`config.mk`:
```
export PLATFORM = sky130hd
export DESIGN_NAME = counter_prog_flat
export DESIGN_NICKNAME = d
export VERILOG_FILES = /design/src/rtl/counter_prog_pkg.sv /design/src/rtl/counter_prog_if.sv /design/src/rtl/counter_prog_tick_prescaler.sv /design/src/rtl/counter_prog.sv /design/src/flat_wrapper.sv
export SDC_FILE = /design/constraint.sdc
export NUM_CORES = 1
export LEC_CHECK = 0
export BUFFER_PORTS_ARGS = -buffer_cell sky130_fd_sc_hd__buf_2
export CAP_MARGIN = 20
export CORE_UTILIZATION = 55
export DETAILED_ROUTE_END_ITERATION = 7
export MAX_ROUTING_LAYER = met4
export PLACE_DENSITY_LB_ADDON = 0.12
export SYNTH_ARGS = -nofsm -noshare
export SYNTH_HDL_FRONTEND = slang
export SYNTH_SLANG_ARGS = --single-unit
```
`constraint.sdc`:
```
create_clock -name i_clk -period 2.4 [get_ports i_clk]
set_input_delay 0.36 -clock i_clk [delete_from_list [all_inputs] [get_ports i_clk]]
set_output_delay 0.36 -clock i_clk [all_outputs]
set_load 0.05 [all_outputs]
```
`src/rtl/counter_prog_pkg.sv`:
```
// counter_prog_pkg: shared constants and types for the programmable counter.
// Direction and mode encodings match the dir/saturate input pins.
package counter_prog_pkg;

  localparam logic DIR_DOWN  = 1'b0;
  localparam logic DIR_UP    = 1'b1;
  localparam logic MODE_WRAP = 1'b0;
  localparam logic MODE_SAT  = 1'b1;

  // What the count register does in a given cycle, after priority resolution.
  typedef enum logic [1:0] {
    ACT_HOLD,
    ACT_LOAD,
    ACT_STEP_UP,
    ACT_STEP_DOWN
  } action_e;

endpackage : counter_prog_pkg

```
`src/rtl/counter_prog_if.sv`:
```
// counter_prog_if: control and status bundle of the programmable counter.
// The master side (system or bench) drives the controls, the counter answers
// with its count, terminal-count strobe and sticky flags.
interface counter_prog_if #(
  parameter int WIDTH = 8,
  parameter int PRE_W = 4
);

  logic             enable;
  logic             load;
  logic [WIDTH-1:0] load_value;
  logic             dir;
  logic             saturate;
  logic [WIDTH-1:0] modulus;
  logic [PRE_W-1:0] prescale;
  logic             clr_flags;
  logic [WIDTH-1:0] count;
  logic             tc;
  logic             ovf;
  logic             udf;

  modport master (
    output enable, load, load_value, dir, saturate, modulus, prescale, clr_flags,
    input  count, tc, ovf, udf
  );

  modport slave (
    input  enable, load, load_value, dir, saturate, modulus, prescale, clr_flags,
    output count, tc, ovf, udf
  );

endinterface : counter_prog_if

```
`src/rtl/counter_prog_tick_prescaler.sv`:
```
// tick_prescaler: divides enabled cycles by (prescale+1) and emits a
// one-cycle tick. The >= compare means lowering prescale below the current
// phase makes the very next enabled cycle tick instead of rolling over.
module tick_prescaler #(
  parameter int PRE_W = 4
) (
  input  logic             i_clk,
  input  logic             i_rst_n,
  input  logic             i_enable,
  input  logic             i_clear,
  input  logic [PRE_W-1:0] i_prescale,
  output logic             o_tick
);

  logic [PRE_W-1:0] r_preCnt;
  logic             w_reached;

  assign w_reached = (r_preCnt >= i_prescale);
  assign o_tick    = i_rst_n & i_enable & w_reached;

  // Prescaler phase: restart on reset or clear, advance only while enabled.
  always_ff @(posedge i_clk) begin
    if (!i_rst_n) begin
      r_preCnt <= '0;
    end else if (i_clear) begin
      r_preCnt <= '0;
    end else if (i_enable) begin
      if (o_tick) begin
        r_preCnt <= '0;
      end else begin
        r_preCnt <= r_preCnt + PRE_W'(1);
      end
    end
  end

endmodule : tick_prescaler

```
`src/rtl/counter_prog.sv`:
```
// counter_prog: programmable up/down counter with modulus, prescaler,
// synchronous load, wrap/saturate mode, terminal-count strobe and sticky
// overflow/underflow flags. Reset > load > step > hold.
module counter_prog
  import counter_prog_pkg::*;
#(
  parameter int WIDTH = 8,
  parameter int PRE_W = 4
) (
  input  logic  i_clk,
  input  logic  i_rst_n,
  counter_prog_if.slave bus
);

  logic [WIDTH-1:0] r_count;
  logic             r_ovf;
  logic             r_udf;

  logic             w_tick;
  logic             w_atTop;
  logic             w_atZero;
  logic             w_satMode;
  logic             w_ovfSet;
  logic             w_udfSet;
  logic [WIDTH-1:0] w_loadClamped;
  logic [WIDTH-1:0] w_countNext;
  action_e          w_action;

  tick_prescaler #(
    .PRE_W (PRE_W)
  ) u_prescaler (
    .i_clk      (i_clk),
    .i_rst_n    (i_rst_n),
    .i_enable   (bus.enable),
    .i_clear    (bus.load),
    .i_prescale (bus.prescale),
    .o_tick     (w_tick)
  );

  assign w_atTop       = (r_count >= bus.modulus);
  assign w_atZero      = (r_count == '0);
  assign w_satMode     = (bus.saturate == MODE_SAT);
  assign w_loadClamped = (bus.load_value > bus.modulus) ? bus.modulus : bus.load_value;

  // Resolve what the count does this cycle; load suppresses a coincident tick.
  always_comb begin
    w_action = ACT_HOLD;
    if (bus.load) begin
      w_action = ACT_LOAD;
    end else if (w_tick) begin
      w_action = (bus.dir == DIR_UP) ? ACT_STEP_UP : ACT_STEP_DOWN;
    end
  end

  // Next-count mux; a count above a freshly lowered modulus snaps to the limit.
  always_comb begin
    w_countNext = r_count;
    unique case (w_action)
      ACT_LOAD: begin
        w_countNext = w_loadClamped;
      end
      ACT_STEP_UP: begin
        if (w_atTop) begin
          w_countNext = w_satMode ? bus.modulus : '0;
        end else begin
          w_countNext = r_count + WIDTH'(1);
        end
      end
      ACT_STEP_DOWN: begin
        if (w_atZero) begin
          w_countNext = w_satMode ? '0 : bus.modulus;
        end else if (r_count > bus.modulus) begin
          w_countNext = bus.modulus;
        end else begin
          w_countNext = r_count - WIDTH'(1);
        end
      end
      default: begin
        w_countNext = r_count;
      end
    endcase
  end

  assign w_ovfSet = (w_action == ACT_STEP_UP)   & w_atTop;
  assign w_udfSet = (w_action == ACT_STEP_DOWN) & w_atZero;

  // Count and sticky flags; a set event in the same cycle beats clr_flags.
  always_ff @(posedge i_clk) begin
    if (!i_rst_n) begin
      r_count <= '0;
      r_ovf   <= 1'b0;
      r_udf   <= 1'b0;
    end else begin
      r_count <= w_countNext;
      if (w_ovfSet) begin
        r_ovf <= 1'b1;
      end else if (bus.clr_flags) begin
        r_ovf <= 1'b0;
      end
      if (w_udfSet) begin
        r_udf <= 1'b1;
      end else if (bus.clr_flags) begin
        r_udf <= 1'b0;
      end
    end
  end

  assign bus.count = r_count;
  assign bus.tc    = w_ovfSet | w_udfSet;
  assign bus.ovf   = r_ovf;
  assign bus.udf   = r_udf;

endmodule : counter_prog

```
`src/flat_wrapper.sv`:
```
// flat-port wrapper written by rule: the top's interface ports become plain ports
module counter_prog_flat import counter_prog_pkg::*;
#(
  parameter int WIDTH = 8,
  parameter int PRE_W = 4
)
  (i_clk, i_rst_n, bus_enable, bus_load, bus_load_value, bus_dir, bus_saturate, bus_modulus, bus_prescale, bus_clr_flags, bus_count, bus_tc, bus_ovf, bus_udf);
  counter_prog_if #(.WIDTH(WIDTH), .PRE_W(PRE_W)) bus_i ();
  input  logic i_clk;
  input  logic i_rst_n;
  input wire logic [$bits(bus_i.enable)-1:0] bus_enable;
  input wire logic [$bits(bus_i.load)-1:0] bus_load;
  input wire logic [$bits(bus_i.load_value)-1:0] bus_load_value;
  input wire logic [$bits(bus_i.dir)-1:0] bus_dir;
  input wire logic [$bits(bus_i.saturate)-1:0] bus_saturate;
  input wire logic [$bits(bus_i.modulus)-1:0] bus_modulus;
  input wire logic [$bits(bus_i.prescale)-1:0] bus_prescale;
  input wire logic [$bits(bus_i.clr_flags)-1:0] bus_clr_flags;
  output wire logic [$bits(bus_i.count)-1:0] bus_count;
  output wire logic [$bits(bus_i.tc)-1:0] bus_tc;
  output wire logic [$bits(bus_i.ovf)-1:0] bus_ovf;
  output wire logic [$bits(bus_i.udf)-1:0] bus_udf;
  assign bus_i.enable = bus_enable;
  assign bus_i.load = bus_load;
  assign bus_i.load_value = bus_load_value;
  assign bus_i.dir = bus_dir;
  assign bus_i.saturate = bus_saturate;
  assign bus_i.modulus = bus_modulus;
  assign bus_i.prescale = bus_prescale;
  assign bus_i.clr_flags = bus_clr_flags;
  assign bus_count = bus_i.count;
  assign bus_tc = bus_i.tc;
  assign bus_ovf = bus_i.ovf;
  assign bus_udf = bus_i.udf;
  counter_prog #(.WIDTH(WIDTH), .PRE_W(PRE_W)) u_core (.i_clk(i_clk), .i_rst_n(i_rst_n), .bus(bus_i));
endmodule
```
==> out/qor.yml <==
ys_ff_latch: 14
cp.arrival_ns: 2.04
p_switching_uw: 375.5
netlist_instances: 229
worstHoldStart: "bus_clr_flags"
r2r_cells: 10
worstSkewPairLatency_ns: 0.31
vias: 1992
ir_drop_mv: 0.2749
seq_power_share: 0.289
grt_start_max_net_pins: 14
fmax_ghz: 0.4164
dieArea_sq_um: 3492
p_leak_nw: 1.094
rows: 20
firstDrtPassIters: 4
layout.cells.most_common: "buf_2"
multi_input_area_sq_um: 1479
setup_viol: 1
hold_buffers: 0
cts_root_buf: "clkbuf_4"
post-route-drc-count: 0
final_cell_mix: "36 x buf_2, 30 x buf_4, 21 x ha_1, 18 x nand2_1, 14 x inv_1"
drtIter0Drc: 171
ys_top_cells_by_area: "ha_1 16%, dfxtp_1 16%, nand2_1 4.6%, xnor2_1 3.9%, mux2_2 3.8%"
power.total_uw: 901.6
die_h_um: 59.10
hold-path-endpoint: "u_core.bus.ovf$_SDFFE_PN0P_"
drive_gt1_frac: 0.3505
first_global_vias: 1786
switching_share: 0.4164
hpwl_um: 3927
synth_ff_type: "dfxtp_1"
grt_overflow: 0
crit_type: "register to output pin"
crit_path_end_kind: "output pin"
io_pins: 38
p_per_area_nw_per_um2: 387.0
cts_made_buffers: 3
worst-path-max-fanout: 3
cts.sinks: 14
clock_power_share: 0.217
met2_usage: 0.5471
postSynthAreaPerCell_sq_um: 7.830
synth_cell_type_count: 53
setup_tns_ns: -0.001743
grt_pass1_wl_um: 8335
whs_path_depth: 3
start_kind: "register"
routedWlPerCell_um: 16.03
cap_viol_max_count: 0
synth_top_area_share: 0.1605
nFillCells: 268
grt_use_met1: 0.4176
htreeDepth: 1
busiest_layer: "met2"
slew_headroom: 0.6480
p_int_uw: 526.1
final_nets: 342
core-area_sq_um: 3078
global_route.usage.total: 0.3311
critical_path_buf_inv_count: 3
ys_seq_area_frac: 0.1563
routed_wl_um: 5370
cp_cell_sequence: "inv_2, ha_4, nand2b_4, a2111oi_4, buf_4, nor4_4, nand2_2, o21ai_2, buf_6"
status: "complete, but fails checks"
fin_area_sq_um: 2330
avgViaCountPerCell: 5.946
critPathRequiredTime_ns: 2.04
path_clk_slew_ns: 0.12
synth_edf_count: 0
place_congestion: 0.9232
setup_ws_ns: -0.001743
seqCellArea_sq_um: 286.5
start_util: 0.5825
holdWs_ns: 0.3456
regToRegSetupSlack_ns: 0.12
r2r-end: "u_core.bus.count[6]$_SDFFE_PN0P_"
crit_start: "u_core.u_prescaler.r_preCnt[0]$_SDFFE_PP0P_"
cts_tree: "done"
diodes: 0
worstMarginPinSlew_ns: 0.5280
min_period_ns: 2.402
synth_area_sq_um: 1793
power_frac_comb: 0.494
synth_nets: 279
portBuffers: 37
finalCritPeriodShare: 1.001
placed_area_sq_um: 2183
yosysTopAreaCell: "ha_1"
antenna_found_initial: 0
hold_viol_final: 0
failed_checks: "negative setup slack"
slowest_delay_ns: 0.37
clk_path_buf_depth: 2
grt.met3_usage: 0.06332
cp_top_family: "simple AND/OR/NAND/NOR gates"
ys.warnings.count: 0
slowest_stage: "dfxtp_2"
slew_violations: 0
clock_skew_ns: 0.01382
areaGrowthSynthToFinish_pct: 29.94
ant_nets: 0
hold_class: "primary input to register"
r2r-start: "u_core.u_prescaler.r_preCnt[0]$_SDFFE_PP0P_"
finish.utilization: 0.7569
synthArstFlopShare: 0
die_w_um: 59.10
[flip-flops by register name, indices dropped and copies added, names as in the netlist]
register / cells
u_core.bus.ovf: 1
u_core.bus.udf: 1
u_core.bus.count: 8
u_core.u_prescaler.r_preCnt: 4
[what timing repair did]
action,in CTS,in global routing
setup buffers,4,1
pin swaps,2,4
setup endpoints to repair,1,6
gates resized for setup,4,12
[how the worst max path moves through the flow]
stage | cells after the start | slack (ns) | end
after floorplan | 9 | -0.005 | bus_tc
after global placement | 11 | 0.08 | bus_tc
after detailed placement | 11 | 0.02 | bus_tc
after CTS | 9 | 0.008 | bus_tc
after global routing | 9 | -0.06 | bus_tc
final | 9 | -0.002 | bus_tc
[worst min-delay path: stages]
cell and delay (ns):
buf_2 0.09, nand2b_1 0.09, a21boi_0 0.06
[stage by stage]
step / setup slack (ns) / instances
after detailed placement: 0.02113 / 326
after CTS: 0.007942 / 334
after global placement: 0.07667 / 326
after floorplan: -0.004764 / 229
final: -0.001743 / 335
after global routing: -0.05745 / 335
[cells in the mapped netlist (2+ instances only)]
master,instances
and3_1,7
nor3_1,12
mux2_2,6
ha_1,23
xor2_1,3
a21o_1,4
a31oi_1,7
a21oi_1,10
buf_2,2
a221oi_1,5
o21a_1,3
o211ai_1,4
and2_1,2
nand2b_1,4
mux2i_1,2
nand2_1,22
o21ai_0,8
nand4b_1,2
nand4_1,5
nor2b_1,2
xnor2_1,8
nor2_1,13
inv_1,15
nor3b_1,2
nand3_1,8
clkbuf_1,6
dfxtp_1,14
o31ai_1,5
[cell families after synthesis]
kind of cell / count (synthesis) / share of synthesized area
compound gates: 59 / 0.2387
xor+xnor: 11 / 0.05374
fa+ha+maj: 23 / 0.1605
buf+inv: 24 / 0.05582
flops: 14 / 0.1563
mux: 8 / 0.04885
simple gates: 90 / 0.2861
[layer usage]
metal  vias to the layer above  part of all wire
li1                        984                 -
met4                         0             0.012
met1                       914              0.42
met2                        84              0.49
met3                        10             0.078
met5                         -                 0
[power by group through the flow]
stage	sequential [mW]	clock, mW	combinational (mW)
after floorplan	0.301	0	0.239
after global placement	0.265	0	0.408
after detailed placement	0.265	0	0.414
after CTS	0.260	0.190	0.425
after global routing	0.262	0.204	0.486
final	0.261	0.195	0.446
[layout make-up]
type,instances,area share
clock buffers,4,0.01557
inverters,15,0.02417
multi-input cells,191,0.6348
flip-flops and latches,14,0.1230
well taps,44,0.02363
repair buffers,67,0.1788
(Power assumes the default switching activity.)
